File: config.mk
export PLATFORM = sky130hd
export DESIGN_NAME = serial_tx_flat
export DESIGN_NICKNAME = d
export VERILOG_FILES = /design/src/rtl/serial_pkg.sv /design/src/rtl/serial_tx_if.sv /design/src/rtl/serial_tx_tick_counter.sv /design/src/rtl/serial_tx.sv /design/src/flat_wrapper.sv
export SDC_FILE = /design/constraint.sdc
export NUM_CORES = 1
export LEC_CHECK = 0
export BUFFER_PORTS_ARGS = -buffer_cell sky130_fd_sc_hd__buf_2
export CORE_ASPECT_RATIO = 1.2
export CORE_MARGIN = 1.5
export CORE_UTILIZATION = 30
export CTS_CLUSTER_DIAMETER = 100
export CTS_CLUSTER_SIZE = 12
export DETAILED_ROUTE_END_ITERATION = 8
export PLACE_DENSITY = 0.55
export SYNTH_ARGS = -nofsm -noshare
export SYNTH_HDL_FRONTEND = slang
export SYNTH_SLANG_ARGS = --single-unit
File: constraint.sdc
create_clock -name clk -period 2.1 [get_ports clk]
set_input_delay 0.21 -clock clk [delete_from_list [all_inputs] [get_ports clk]]
set_output_delay 0.21 -clock clk [all_outputs]
set_load 0.1 [all_outputs]
File: src/rtl/serial_pkg.sv
// Shared definitions for the serial link: line levels, tx state encoding and
// default frame geometry used by both the transmitter and the receiver.
package serial_pkg;

  localparam int DEF_DATA_BITS  = 8;
  localparam int DEF_OVERSAMPLE = 16;

  localparam logic IDLE_LEVEL  = 1'b1;
  localparam logic START_LEVEL = 1'b0;
  localparam logic STOP_LEVEL  = 1'b1;

  typedef enum logic [2:0] {
    IDLE,
    START,
    DATA,
    PARITY,
    STOP
  } tx_state_e;

endpackage

File: src/rtl/serial_tx_if.sv
// Byte-source side of the serial transmitter: enable tick, load handshake,
// parallel data in, and the line/status outputs.
interface serial_tx_if #(
  parameter int DATA_BITS = 8
);
  logic                 en;
  logic                 load;
  logic [DATA_BITS-1:0] data_in;
  logic                 tx_out;
  logic                 busy;
  logic                 done;

  modport master (output en, load, data_in, input tx_out, busy, done);
  modport slave  (input en, load, data_in, output tx_out, busy, done);
endinterface

File: src/rtl/serial_tx_tick_counter.sv
// Modulo-OVERSAMPLE sample counter; bit_end marks the en-cycle on which the
// count wraps, i.e. the last enabled cycle of the current bit.
module tx_tick_counter #(
  parameter int OVERSAMPLE = 16
) (
  input  logic clk,
  input  logic rst,
  input  logic en,
  input  logic clr,
  output logic bit_end
);
  localparam int CW = (OVERSAMPLE > 1) ? $clog2(OVERSAMPLE) : 1;

  logic [CW-1:0] cnt;

  assign bit_end = en && !clr && (cnt == CW'(OVERSAMPLE - 1));

  always_ff @(posedge clk) begin
    if (rst || clr)  cnt <= '0;
    else if (en)     cnt <= bit_end ? '0 : cnt + 1'b1;
  end
endmodule

File: src/rtl/serial_tx.sv
// 8N1 serial transmitter: start bit, DATA_BITS data bits LSB-first, stop bit,
// each held OVERSAMPLE en-cycles. Define PARITY_EN to add an even-parity bit.
module serial_tx
  import serial_pkg::*;
#(
  parameter int DATA_BITS  = DEF_DATA_BITS,
  parameter int OVERSAMPLE = DEF_OVERSAMPLE
) (
  input  logic     clk,
  input  logic     rst,
  serial_tx_if.slave bus
);
  localparam int IW = (DATA_BITS > 1) ? $clog2(DATA_BITS) : 1;

  tx_state_e            state_q, state_n;
  logic [DATA_BITS-1:0] shift_q, shift_n;
  logic [IW-1:0]        idx_q, idx_n;
  logic                 tx_q, tx_n;
  logic                 bit_end;
`ifdef PARITY_EN
  logic                 par_q, par_n;
`endif

  // Counter is held clear while idle so every frame starts on a fresh bit.
  tx_tick_counter #(.OVERSAMPLE(OVERSAMPLE)) u_tick (
    .clk    (clk),
    .rst    (rst),
    .en     (bus.en),
    .clr    (state_q == IDLE),
    .bit_end(bit_end)
  );

  always_ff @(posedge clk) begin
    if (rst) begin
      state_q <= IDLE;
      shift_q <= '0;
      idx_q   <= '0;
      tx_q    <= IDLE_LEVEL;
`ifdef PARITY_EN
      par_q   <= 1'b0;
`endif
    end else begin
      state_q <= state_n;
      shift_q <= shift_n;
      idx_q   <= idx_n;
      tx_q    <= tx_n;
`ifdef PARITY_EN
      par_q   <= par_n;
`endif
    end
  end

  always_comb begin
    state_n = state_q;
    shift_n = shift_q;
    idx_n   = idx_q;
`ifdef PARITY_EN
    par_n   = par_q;
`endif
    case (state_q)
      IDLE: if (bus.load) begin
        shift_n = bus.data_in;
        state_n = START;
`ifdef PARITY_EN
        par_n   = ^bus.data_in;
`endif
      end
      START: if (bit_end) begin
        state_n = DATA;
        idx_n   = '0;
      end
      DATA: if (bit_end) begin
        shift_n = shift_q >> 1;
        if (idx_q == IW'(DATA_BITS - 1)) begin
`ifdef PARITY_EN
          state_n = PARITY;
`else
          state_n = STOP;
`endif
        end else begin
          idx_n = idx_q + 1'b1;
        end
      end
      PARITY: if (bit_end) state_n = STOP;
      STOP:   if (bit_end) state_n = IDLE;
      default: state_n = IDLE;
    endcase

    // Line level is registered from the next state so the pin never glitches.
    case (state_n)
      START:   tx_n = START_LEVEL;
      DATA:    tx_n = shift_n[0];
`ifdef PARITY_EN
      PARITY:  tx_n = par_n;
`endif
      STOP:    tx_n = STOP_LEVEL;
      default: tx_n = IDLE_LEVEL;
    endcase
  end

  assign bus.tx_out = tx_q;
  assign bus.busy   = (state_q != IDLE);
  assign bus.done   = (state_q == STOP) && bit_end;
endmodule

File: src/flat_wrapper.sv
// flat-port wrapper written by rule: the top's interface ports become plain ports
module serial_tx_flat import serial_pkg::*;
#(
  parameter int DATA_BITS  = DEF_DATA_BITS,
  parameter int OVERSAMPLE = DEF_OVERSAMPLE
)
  (clk, rst, bus_en, bus_load, bus_data_in, bus_tx_out, bus_busy, bus_done);
  serial_tx_if #(.DATA_BITS(DATA_BITS)) bus_i ();
  input  logic clk;
  input  logic rst;
  input wire logic [$bits(bus_i.en)-1:0] bus_en;
  input wire logic [$bits(bus_i.load)-1:0] bus_load;
  input wire logic [$bits(bus_i.data_in)-1:0] bus_data_in;
  output wire logic [$bits(bus_i.tx_out)-1:0] bus_tx_out;
  output wire logic [$bits(bus_i.busy)-1:0] bus_busy;
  output wire logic [$bits(bus_i.done)-1:0] bus_done;
  assign bus_i.en = bus_en;
  assign bus_i.load = bus_load;
  assign bus_i.data_in = bus_data_in;
  assign bus_tx_out = bus_i.tx_out;
  assign bus_busy = bus_i.busy;
  assign bus_done = bus_i.done;
  serial_tx #(.DATA_BITS(DATA_BITS), .OVERSAMPLE(OVERSAMPLE)) u_core (.clk(clk), .rst(rst), .bus(bus_i));
endmodule
==> metrics.cfg <==
[critical_path]
crit_buf_inv=1
crit_fanout=4
critPathMaxStageDelay_ps=460
worst_setup_path_start_kind=flop
cpMaxStageDelayCell=buf_2
cp_top_family=buffers and inverters
worst-setup-path-type=reg2out
cp.required_ps=1890
worstPathArrival_ps=1690
r2r_slack_ps=300
cp-end-kind=output pin
path_cells=ha_4, nand4_1, nor4_4, buf_2

[finish]
fillCellCount=327
final_cell_mix=dfxtp_1 (17), buf_2 (14), a21oi_1 (13)
nets=145
antenna_cells=0
drive_gt1_share_pct=20.93
final_cells=165
area_delta_synth_final_pct=16.21
final_common_cell=dfxtp_1
post-route-util_pct=36.69

[timing]
hold_viol=0
maxSlewHeadroom_pct=50.94
final-max-slew-violation-count=0
tightest_slew_ps=734.0
layout_min_cycle_time_ps=1905
skew_ps=1.783
finalSetupViolations=0
fin_crit_sh_pct=90.69
holdWs_ps=195.1
max_freq_mhz=525.1
setup_tns_ps=0
rsz0062_at_grt=no

[power]
power_leakage_nw=0.3943
p_seq_share_pct=57.8
power.density_nw_per_um2=599.0
p_comb_share_pct=13.8
vdd_ir_drop_max_uv=346.5
switching_share_pct=28.86
pwr-share-clk_pct=28.4
total_power_uw=671.5
p_switching_uw=193.8
intPower_uw=477.7

[cts]
clkSlewWorstSetupHoldPaths_ps=110
cts_tree=built
clockRootBuffer=clkbuf_4
cts_made_buffers=3
post_cts_buffers=0
clk_latency_ps=300
cts_max_level=1
cts_buffer_depth=2
postCtsHoldBufs=0
clock_sinks=19
post_cts_resized=0

[floorplanning]
initial_core_util_pct=31.57
rows=22
die_x_um=54.77
die-area_sq_um=3566
fp.coreArea_sq_um=3055
die_h_um=65.12
ios=15

[logic_synthesis]
ys_ff_latch=19
syn_avg_cell_area_sq_um=8.316
ys_types=33
ys_seq_area_share_pct=39.43
netlist_instances=116
synth.cell_area_sq_um=964.7
yosys_warnings=0
syn_nets=131

[detailed_routing]
first_pass_iters=4
post_drt_via_cell_ratio=5.267
drc=0
routed_wl_um=2064
wl_per_cell_um=12.51
drt_first_iter_violations=19
routed-via-count=869
antenna_left=0

[global_route]
grt_pass1_wl_um=3608
grt_overflow=0
grt_usage_pct=13.63
antenna_found_initial=0
grt_max_degree=17
grt_pass1_vias=814

[worst_hold_path]
min_path_type=in2reg

[placement]
gp_congestion=0.7415
detailed_place_hpwl_um=1494
portBuffers=14
dp_cells=161

[run_status]
status=complete, no violations

[flow_run]
drv_cap=0

==> layout make-up <==
class,count,area [sq um],area share [%]
Sequential cell,19,382.9,34.15
Tap cell,36,45.04,4.018
Multi-Input combinational cell,87,569.3,50.78
Timing Repair Buffer,16,85.08,7.589
Clock inverter,1,5.005,0.4464
Clock buffer,3,22.52,2.009
Inverter,3,11.26,1.004
==> registers in the layout, summed over array words and instances, names as in the netlist <==
name	count
u_core.state_q	3
u_core.idx_q	3
u_core.shift_q	8
u_core.u_tick.cnt	4
u_core.bus.tx_out	1
==> Yosys cell counts, drive strengths merged <==
cell type   n  area share (%)
nand4       1            0.65
xor2        1            0.91
or2         1            0.65
a22oi       6             4.7
a211o       1            0.91
a31oi       1            0.65
and4        1            0.91
nor4b       1             1.6
clkbuf      3             1.2
a2bb2oi     1            0.91
a21oi      13             6.7
and2        1            0.65
a211oi      5             4.4
nand2       8             3.1
o31ai       1            0.78
dfxtp      19              39
mux2        1             1.2
or3b        1            0.91
nor2       11             4.3
inv         3             1.2
mux2i       3             3.1
nor4        1            0.65
buf         4             2.1
o21ai      10             5.2
nand3       4             2.1
o22ai       2             1.3
nand2b      5             3.2
or4         1            0.78
ha          3             3.9
or3         2             1.3
nor3b       1            0.78
==> final timing paths <==
check,from,endpoint,cells after the start
worst max-delay path,u_core.u_tick.cnt[1]$_SDFFE_PP0P_,bus_done,4
worst min-delay path,bus_data_in[3],u_core.shift_q[3]$_SDFFE_PP0P_,3
worst max register to register,u_core.idx_q[0]$_SDFFE_PP0P_,u_core.idx_q[2]$_SDFFE_PP0P_,6
worst min register to register,u_core.shift_q[5]$_SDFFE_PP0P_,u_core.shift_q[5]$_SDFFE_PP0P_,2
==> cells by family (layout without fill, tap and decap cells) <==
family                   Yosys count  after routing  share of synthesized area (%)
AND/OR/NAND/NOR                   39             39                          21.53
AO/OA/AOI/OAI                     40             40                          25.55
buffers and inverters             10             23                          4.410
flip-flops                        19             19                          39.43
XOR/XNOR                           1              1                         0.9081
adder cells (fa/ha/maj)            3              3                          3.891
multiplexers                       4              4                          4.280
==> power groups by stage <==
| stage | registers (mW) | clock network [mW] | logic, mW |
|---|---|---|---|
| global route | 0.391 | 0.219 | 0.102 |
| global placement | 0.396 | 0 | 0.0917 |
| finish | 0.388 | 0.191 | 0.0923 |
| CTS | 0.388 | 0.198 | 0.0933 |
| floorplan | 0.400 | 0 | 0.0614 |
| detailed placement | 0.396 | 0 | 0.0931 |
==> tightest hold or removal path, cell delays in order <==
cell	delay, ps
buf_2	80
a22oi_1	50
a21oi_1	130
==> layer usage <==
layer  vias to the layer above  global-route usage, %  wire (um)
li1                        450                      -          -
met4                         0                  6.563         33
met5                         -                      0          0
met1                       408                  18.54        982
met3                         4                  2.273         36
met2                         7                  20.39       1012
==> stage by stage <==
stage               setup WS (ps)  area, sq um
detailed placement          317.2         1094
CTS                         184.5         1121
global placement            387.5         1094
floorplan                   10.07        994.7
global route                75.63         1121
finish                      195.4         1121
Note: power is estimated with default switching activity, not from simulation.
